--- src/rtl/spi_flash_arbiter.sv ---
// Two-master SPI flash arbiter: request/grant ownership with a chip-select guard interval.
// Define SPI_FLASH_ARBITER_RR_EN for round-robin priority; default is fixed priority to master 0.
module spi_flash_arbiter #(
  parameter int GUARD_CYCLES = 4
) (
  input  logic clk_48mhz,
  input  logic reset_n,
  input  logic m0_req,
  output logic m0_gnt,
  input  logic m0_csel,
  input  logic m0_clk,
  input  logic m0_mosi,
  output logic m0_miso,
  input  logic m1_req,
  output logic m1_gnt,
  input  logic m1_csel,
  input  logic m1_clk,
  input  logic m1_mosi,
  output logic m1_miso,
  output logic spi_csel,
  output logic spi_clk,
  output logic spi_mosi,
  input  logic spi_miso,
  output logic busy,
  output logic err
);

  typedef enum logic [1:0] {
    IDLE   = 2'd0,
    GRANT0 = 2'd1,
    GRANT1 = 2'd2,
    GUARD  = 2'd3
  } state_t;

  localparam logic [7:0] GUARD_LOAD = 8'(GUARD_CYCLES - 1);

  state_t     r_state;
  state_t     w_next_state;
  logic [7:0] r_guard_cnt;
  logic [7:0] w_next_guard_cnt;
  logic       r_err;
  logic       w_violation;
  logic       w_pick_m1;

`ifdef SPI_FLASH_ARBITER_RR_EN
  logic r_last_gnt;

  // On a tie the master that did not win last time gets the bus.
  always_comb begin
    w_pick_m1 = m1_req && (!m0_req || !r_last_gnt);
  end

  always_ff @(posedge clk_48mhz or negedge reset_n) begin
    if (!reset_n) begin
      r_last_gnt <= 1'b1;
    end else if (r_state == IDLE && (w_next_state == GRANT0 || w_next_state == GRANT1)) begin
      r_last_gnt <= (w_next_state == GRANT1);
    end
  end
`else
  always_comb begin
    w_pick_m1 = m1_req && !m0_req;
  end
`endif

  always_ff @(posedge clk_48mhz or negedge reset_n) begin
    if (!reset_n) begin
      r_state     <= IDLE;
      r_guard_cnt <= 8'd0;
      r_err       <= 1'b0;
    end else begin
      r_state     <= w_next_state;
      r_guard_cnt <= w_next_guard_cnt;
      if (w_violation) begin
        r_err <= 1'b1;
      end
    end
  end

  always_comb begin
    w_next_state     = r_state;
    w_next_guard_cnt = r_guard_cnt;
    case (r_state)
      IDLE: begin
        if (m0_req || m1_req) begin
          w_next_state = w_pick_m1 ? GRANT1 : GRANT0;
        end
      end
      GRANT0: begin
        if (!m0_req) begin
          w_next_state     = GUARD;
          w_next_guard_cnt = GUARD_LOAD;
        end
      end
      GRANT1: begin
        if (!m1_req) begin
          w_next_state     = GUARD;
          w_next_guard_cnt = GUARD_LOAD;
        end
      end
      GUARD: begin
        if (r_guard_cnt == 8'd0) begin
          w_next_state = IDLE;
        end else begin
          w_next_guard_cnt = r_guard_cnt - 8'd1;
        end
      end
      default: begin
        w_next_state = IDLE;
      end
    endcase
  end

  // Chip select low without ownership, or dropping req while still selected.
  always_comb begin
    w_violation = 1'b0;
    if (!m0_csel && r_state != GRANT0) begin
      w_violation = 1'b1;
    end
    if (!m1_csel && r_state != GRANT1) begin
      w_violation = 1'b1;
    end
    if (r_state == GRANT0 && !m0_req && !m0_csel) begin
      w_violation = 1'b1;
    end
    if (r_state == GRANT1 && !m1_req && !m1_csel) begin
      w_violation = 1'b1;
    end
  end

  always_comb begin
    spi_csel = 1'b1;
    spi_clk  = 1'b0;
    spi_mosi = 1'b0;
    m0_miso  = 1'b0;
    m1_miso  = 1'b0;
    case (r_state)
      GRANT0: begin
        spi_csel = m0_csel;
        spi_clk  = m0_clk;
        spi_mosi = m0_mosi;
        m0_miso  = spi_miso;
      end
      GRANT1: begin
        spi_csel = m1_csel;
        spi_clk  = m1_clk;
        spi_mosi = m1_mosi;
        m1_miso  = spi_miso;
      end
      default: begin
        spi_csel = 1'b1;
      end
    endcase
  end

  assign m0_gnt = (r_state == GRANT0);
  assign m1_gnt = (r_state == GRANT1);
  assign busy   = (r_state != IDLE);
  assign err    = r_err;

endmodule

--- config.mk ---
export PLATFORM = sky130hd
export DESIGN_NAME = spi_flash_arbiter
export DESIGN_NICKNAME = d
export VERILOG_FILES = /design/src/rtl/spi_flash_arbiter.sv
export SDC_FILE = /design/constraint.sdc
export NUM_CORES = 1
export LEC_CHECK = 0
export ABC_AREA = 1
export BUFFER_PORTS_ARGS = -buffer_cell sky130_fd_sc_hd__buf_2
export CORE_MARGIN = 10
export CORE_UTILIZATION = 52
export DETAILED_ROUTE_END_ITERATION = 10
export GPL_TIMING_DRIVEN = 0
export MAX_ROUTING_LAYER = met4
export PLACE_DENSITY = 0.75
export SYNTH_ARGS = -nofsm -noshare
export SYNTH_HDL_FRONTEND = slang
export SYNTH_SLANG_ARGS = --single-unit
export TNS_END_PERCENT = 10
--- constraint.sdc ---
create_clock -name clk_48mhz -period 1.5 [get_ports clk_48mhz]
set_input_delay 0.225 -clock clk_48mhz [delete_from_list [all_inputs] [get_ports clk_48mhz]]
set_output_delay 0.225 -clock clk_48mhz [all_outputs]
set_load 0.01 [all_outputs]
[Yosys cells after proc, flatten, opt, wreduce, memory -nomap -nowiden]
Cells that the tools add are included.
Word-level totals
  register bits after elaboration: 11
  word-level logic and storage cells: 51
Operators by class
  add/sub/neg operators: 1
  reductions and logical operators: 18
  equality and inequality tests: 10
  multiplexer cells: 19
Operators by type and width (count)
  two-way mux 8 bit: 3
  case mux 8 bit (3 select lines): 1
  inequality test 2 bit, second input constant: 6
  two-way mux 2 bit: 5
  zero test 8 bit: 1
  case mux 2 bit (4 select lines): 1
  AND reduction 4 bit: 2
  subtractor 8 x 1 -> 8 bit, second input constant: 1
  logical AND 1 bit: 7
  two-way mux 1 bit: 6
  case mux 1 bit (2 select lines): 3
  == test 2 bit, second input constant: 2
  zero test 1 bit: 4
  nonzero test 3 bit: 1
  == test 2 x 1 -> 1 bit, second input constant: 1
  zero test 2 bit: 1
  inequality test 2 x 1 -> 1 bit, second input constant: 1
  nonzero test 2 bit: 1
  logical OR 1 bit: 1

[Depth between registers and ports, before layout]
Gate-level depths: netlist of the first run.
  depth after elaboration: 6
  mapped depth: 9
  depth with buffers taken out: 9

[Worst setup path after synthesis of the first run]
Ideal clock, no wire load.
  path kind: register to register
  start point: reg r_state[1]
  end point: reg r_guard_cnt[0]
  arrival: 1.296 ns
  path buffers: 1
  period minus slack after synthesis: 1.420 ns
  stages on the path, launching flop included: 9
  required time: 1.376 ns
  setup time: 0.124 ns
  setup slack: 0.080 ns
  cell sequence: dfrtp_1 > inv_1 > ha_1 > inv_2 > o21ai_2 > inv_2 > nand3_2 > buf_6 > mux2i_1
Between the ends
  longest elaborated chain between the ends: 3
  elaborated cells on any way between the ends: 9
Ends and longest elaborated chain
  start, declared: line 37  | state_t r_state;
  start signal, assigned: line 72  | r_state <= w_next_state;
  == test 2 x 1 -> 1 bit (*)
  net m0_gnt: line 9  | output logic m0_gnt,
  inequality test 2 bit (no source line) / nonzero test 3 bit (equally long branches)
  AND reduction 4 bit (no source line)
  end signal, assigned: line 73  | r_guard_cnt <= w_next_guard_cnt;
  end, declared: line 39  | logic [7:0] r_guard_cnt;
Mark *: on every way through the listed nets, which the timed path passes. The rest lies on a longest branch.
A chain may end at the register's enable or synchronous reset.

[Final worst setup path of the first run]
  start point: reg r_state[1]
  end point: out spi_csel
Between the ends
  longest elaborated chain between the ends: 2
  elaborated cells on any way between the ends: 3
Ends and longest elaborated chain
  == test 2 bit / == test 2 x 1 -> 1 bit (equally long branches): line 137  | case (r_state)
  case mux 1 bit (2 select lines) (*): line 137
  end, declared: line 20  | output logic spi_csel,
Mark *: on every way between the ends. The rest lies on a longest branch, timed or not.

==> out/metrics.csv, run 1 <==
metric;value;unit
Compound-Gate Fraction of Synth Area;0.0818;
area occupied by multi-input gates;554;um2
Post-Route WL;2130;um
row count;14;
Max Slew Vio Count;0;
Synth area leaders;dfrtp_1 (32%), nand2_1 (20%), ha_1 (10%);
First-pass DRT Iterations;4;
failing checks;negative setup slack;
I/O pin cnt;20;
Final Cycle Share;1.07;
number of global-route vias before repair;807;
clk_lat worst skew;0.27;ns
Yosys top cell area share;0.316;
Final Hold Viols;0;
Layout fillers;119;
ANT cells;0;
Num CTS Buffers;3;
antenna violations before repair;0;
post-DP HPWL;1540;um
Main synth FF type;dfrtp_1;
Adder-Cell Fraction of Synth Area;0.100;
final instance area;1120;um2
M2 GR Usage;0.202;
synthesized cell area;872;um2
multiplexer area fraction after synthesis;0.0115;
total global routing overflow;0;
count leader, synth;nand2_1;
Vias/cell;5.14;
DIE WIDTH;61.0;um
worst-margin pin slew;0.265;ns
clk slew on worst S/H paths;0.07;ns
RSZ-0062 raised after global routing;true;
Tmin final;1.60;ns
Ys Warns;0;
critical path launch point type;flop;
Net Count, Synth;149;
Slew HR;0.823;
Crit. End Element;primary output;
syn_area_per_cell;6.66;um2
Req. time, crit path;1.27;ns
Register Area;275;um2
Post-synth EDFFs;0;
Layout Area Growth over Synthesis;28.8;%
library cells used by synthesis;18;
top post-synthesis cells by count;nand2_1 (47), inv_1 (19), dfrtp_1 (11), nor2_1 (11);
drt initial violations;34;
post-route ant nets;0;
Synth Instances;131;
Worst Path Arrival;1.38;ns
Worst Path Max Fanout;4;
critical path type;reg -> out;
Buffers on Ports;19;
Vias;905;
power density cells;1940;nW/um2
clk buf depth;2;
met1 Track Usage GR;0.147;
H-tree depth;1;
synthesis-stage register bit count;11;
layout cells sized above 1;0.319;
placed cells;166;
CTS tree;yes;
post-synthesis sequential area ratio;0.316;
status;finished with violations;
Layout Utilization;0.729;
die area;3710;um2
worst hold-check path type;in -> reg;
die height;61.0;um
Post-Synth XOR/XNOR Area;0.0201;
largest net degree at the start of global routing;12;
busiest grt layer;met2;
# nets final;179;
Clock Skew;0.00767;ns
asr flop ratio synth;1.00;
Max VDD drop;1.45;mV
Starting Density;0.566;
non-filler instance count after layout;176;
gr usage total;0.122;
Yosys top cell by area;dfrtp_1;
Simple-Gate Fraction of Synth Area;0.354;
first-pass GRT wire length;3520;um
GP Congestion;0.832;
main combinational cell family by area after synthesis;simple AND/OR/NAND/NOR gates;
Root Driver;clkbuf_4;
LEAKAGE;0.619;nW
total power after layout;2.18;mW
max-cap viol count;0;
setup ws final;-0.102;ns
Max Freq;624;MHz
Post-DP Area;987;um2
post-DR wirelength/cell;12.1;um
setup violators final;3;
DRC viols;0;
clock tree sinks;11;
met3 Usage GRT;0.0376;
core area;1540;um2
[timing repair]
item / in CTS / in global routing
hold buffers: 1 / 0
buffers inserted: 5 / 0
endpoints found under the setup margin: 13 / 13
endpoints found under the hold margin: 11 / 0
gates resized for setup: 12 / 3
pin swaps: 1 / 0
[layout by cell type, fill, tap and decap left out]
cell type and n:
o21ai_1 1, a21oi_1 4, nand4_1 3, a21oi_2 1, nand2_2 1, xor2_1 1
mux2i_1 1, clkinv_2 1, buf_2 19, nor2_1 11, buf_6 1, ha_1 2
nor3_1 1, xnor2_1 1, inv_1 16, nor2_2 2, o21ai_2 3, dfrtp_1 11
ha_2 1, buf_4 5, nand3_1 7, clkbuf_4 3, nand2_1 46, dlygate4sd3_1 1
inv_2 7, nand3_2 2, ha_4 4, o21ai_0 3, inv_4 1
[worst max-delay path, stage by stage (launching register included)]
cell,delay [ns]
dfrtp_1,0.39
inv_2,0.08
ha_4,0.28
inv_4,0.04
a21oi_2,0.09
o21ai_1,0.07
buf_2,0.14
[registers in the layout (all words and copies together), names as in the netlist]
| signal | cells |
|---|---|
| err | 1 |
| r_guard_cnt | 8 |
| r_state | 2 |
[path summary, 6_finish.rpt]
kind	end	start	slack, ns	cells after the start
setup / recovery	spi_csel	r_state[1]$_DFFE_PN0P_	-0.10	6
hold / removal	err$_DFFE_PN0P_	m0_csel	0.23	4
setup reg to reg	r_guard_cnt[5]$_DFFE_PN0P_	r_state[1]$_DFFE_PN0P_	0.04	9
hold reg to reg	err$_DFFE_PN0P_	err$_DFFE_PN0P_	0.45	2
max in group asynchronous	r_guard_cnt[4]$_DFFE_PN0P_	reset_n	0.94	2
min in group asynchronous	r_guard_cnt[6]$_DFFE_PN0P_	reset_n	0.34	2
[area by class of cell]
| cell class | instances | share of cell area |
|---|---|---|
| sequential | 11 | 0.245 |
| multi-input combinational | 95 | 0.493 |
| inverter | 24 | 0.0824 |
| clock buffer | 3 | 0.0200 |
| tap | 16 | 0.0178 |
| clock inverter | 1 | 0.00445 |
| buffer | 1 | 0.0100 |
| timing repair buffer | 25 | 0.127 |
[metal layers]
| layer | vias up | wire (um) |
|---|---|---|
| met5 | - | 0 |
| met4 | 0 | 0 |
| met3 | 0 | 103 |
| met2 | 24 | 1090 |
| met1 | 416 | 937 |
| li1 | 465 | - |
[cells by family after synthesis]
logic type	count (synthesis)
simple gates	73
compound gates	12
flops	11
xor+xnor	2
mux	1
fa+ha+maj	7
buf+inv	25
[report_power, final]
group	leakage (nW)	internal (mW)	total (mW)	switching, mW
sequential	0.138	0.373	0.432	0.0595
clock	0.0177	0.0988	0.202	0.103
combinational	0.463	0.634	1.54	0.908
total	0.619	1.11	2.18	1.07
[through the flow]
| stage | TNS [ns] | hold slack, ns | worst slack (ns) |
|---|---|---|---|
| finish | -0.202 | 0.230 | -0.102 |
| global route | -0.613 | 0.252 | -0.162 |
| CTS | -0.133 | 0.229 | -0.0864 |
| detailed placement | -0.0972 | 0.111 | -0.0257 |
| global placement | 0 | 0.108 | 0.0228 |
| floorplan | 0 | -0.0706 | 0.0804 |
Power figures use the tool's default switching activity.
==> run 2, diff against run 1 <==
BUFFER_PORTS_ARGS = default   (was -buffer_cell sky130_fd_sc_hd__buf_2)
CORE_UTILIZATION = 55   (was 52)
DONT_BUFFER_PORTS = 1   (was default)
PLACE_DENSITY = 0.66   (was 0.75)
==> out/metrics.csv, run 2 (same netlist as run 1, synthesis figures left out) <==
metric;value;unit;change
status;finished clean;;
worst r2r src;r_state[0]$_DFFE_PN0P_;;
worst hold-check path type;in -> reg;;
First-pass DRT Iterations;5;;+1
die area;3580;um2;-3.7%
Crit. End Element;primary output;;
Max VDD drop;1.33;mV;-8.1%
ANT cells;0;;unchanged
Max Freq;672;MHz;+7.6%
Hold EP;err$_DFFE_PN0P_;;
gr usage total;0.122;;about the same
core area;1510;um2;-2.3%
Slew HR;0.662;;-0.162
Clock Skew;0.00123;ns;-0.00644 ns
power density cells;2120;nW/um2;+9.4%
antenna violations before repair;0;;unchanged
Worst Path Arrival;1.26;ns;-0.12 ns
max-cap viol count;0;;unchanged
Starting Density;0.579;;+0.0132
CTS tree;yes;;
setup violators final;0;;-3
Final Cycle Share;0.992;;-0.0756
total global routing overflow;0;;unchanged
number of global-route vias before repair;800;;-0.87%
Vias;836;;-7.6%
Register-to-Register Path Depth;8;;-1
first-pass GRT wire length;3470;um;-1.4%
Worst Path Max Fanout;4;;unchanged
clk slew on worst S/H paths;0.07;ns;about the same
Max Slew Vio Count;0;;unchanged
Root Driver;clkbuf_4;;
clock tree sinks;11;;unchanged
post-route ant nets;0;;unchanged
setup_tns;0;ns;+0.202 ns
commonest non-fill, non-tap cell in the layout;nand2_1;;
# nets final;162;;-9.5%
Buffers on Ports;0;;-19
worst hold slack;0.110;ns;-0.120 ns
row count;14;;unchanged
Post-Route WL;2110;um;-1.1%
most frequent cells in the layout;nand2_1 (44), inv_1 (14), nor2_1 (11), dfrtp_1 (11);;
min-delay src;m1_csel;;
critical path launch point type;flop;;
post-DR wirelength/cell;13.3;um;+9.5%
H-tree depth;1;;unchanged
die height;59.8;um;-1.9%
critical path type;reg -> out;;
GP Congestion;0.813;;-2.3%
Tmin final;1.49;ns;-0.113 ns
RSZ-0062 raised after global routing;true;;
drt initial violations;33;;-2.9%
LEAKAGE;0.552;nW;-11%
DIE WIDTH;59.8;um;-1.9%
Num CTS Buffers;3;;unchanged
clk_lat worst skew;0.27;ns;about the same
reg2reg setup slack;0.04;ns;about the same
largest net degree at the start of global routing;12;;unchanged
worst-margin pin slew;0.506;ns;+0.241 ns
Final Hold Viols;0;;unchanged
Vias/cell;5.26;;+2.3%
reg-to-reg endpoint;r_guard_cnt[0]$_DFFE_PN0P_;;
layout cells sized above 1;0.273;;-0.0460
Req. time, crit path;1.27;ns;about the same
hold depth;3;;-1
Layout Area Growth over Synthesis;23.0;%;
Reg with most FFs;r_guard_cnt;;
DRC viols;0;;unchanged
post-DP HPWL;1470;um;-4.5%
clk buf depth;2;;unchanged
I/O pin cnt;20;;unchanged
Largest register FFs;8;;unchanged
## run 2: cell types whose count changed in the layout (fill, tap and decap cells not counted), moves of 2 or more
cell	change
nand2_1	-2
inv_1	-2
nand2_2	+2
inv_4	+2
a21oi_2	+2
a21oi_1	-2
buf_2	-19
## run 2: worst max path at each step
stage,startpoint,end,depth (start not counted)
global placement,r_state[1]$_DFFE_PN0P_,r_guard_cnt[0]$_DFFE_PN0P_,8
detailed placement,r_state[1]$_DFFE_PN0P_,r_guard_cnt[0]$_DFFE_PN0P_,8
floorplan,r_state[1]$_DFFE_PN0P_,r_guard_cnt[0]$_DFFE_PN0P_,8
CTS,r_state[0]$_DFFE_PN0P_,spi_clk,4
global route,r_state[0]$_DFFE_PN0P_,spi_clk,4
finish,r_state[0]$_DFFE_PN0P_,spi_csel,5
## run 2: through the flow
| stage | setup WS [ns] | area, um2 | power, mW | utilization | instances |
|---|---|---|---|---|---|
| floorplan | 0.0804 | 872 | 1.34 | - | 131 |
| global placement | -0.0703 | 892 | 1.51 | 0.592 | 147 |
| detailed placement | -0.0967 | 892 | 1.54 | 0.592 | 147 |
| CTS | 0.0207 | 1020 | 2.00 | 0.674 | 155 |
| global route | -0.0514 | 1070 | 2.47 | 0.712 | 159 |
| finish | 0.0115 | 1070 | 2.27 | 0.712 | 159 |
## run 2: per-layer routing
layer	global-route usage	vias up	wire length, um
li1	-	431	-
met1	0.156	371	931
met2	0.176	32	915
met3	0.0339	2	243
met4	0.0481	0	17
met5	-	-	0
## run 2: what timing repair did
action	CTS	global route
endpoints found under the setup margin	13	13
hold endpoints to repair	11	0
cloned	0	1
hold buffers	1	0
pin swaps	0	3
gates resized for setup	15	12
buffers inserted	3	3
## run 2: worst max-delay path, stage by stage, from the launching register on
cell and delay (ns):
dfrtp_1 0.38, inv_2 0.08, ha_4 0.28, inv_4 0.05, a21oi_2 0.11, o21ai_2 0.09
## run 2: final cells by class
class                   count  area, um2
plain buffers               1       11.3
flip-flops and latches     11        275
inverters                  24       97.6
fillers                   115        434
repair buffers              8       66.3
multi-input cells          95        576
clock buffers               4       26.3
well taps                  16       20.0
## run 2: where the power goes
group,internal (mW),switching [mW]
Combinational,0.654,0.971
Sequential,0.373,0.0598
Clock,0.103,0.111
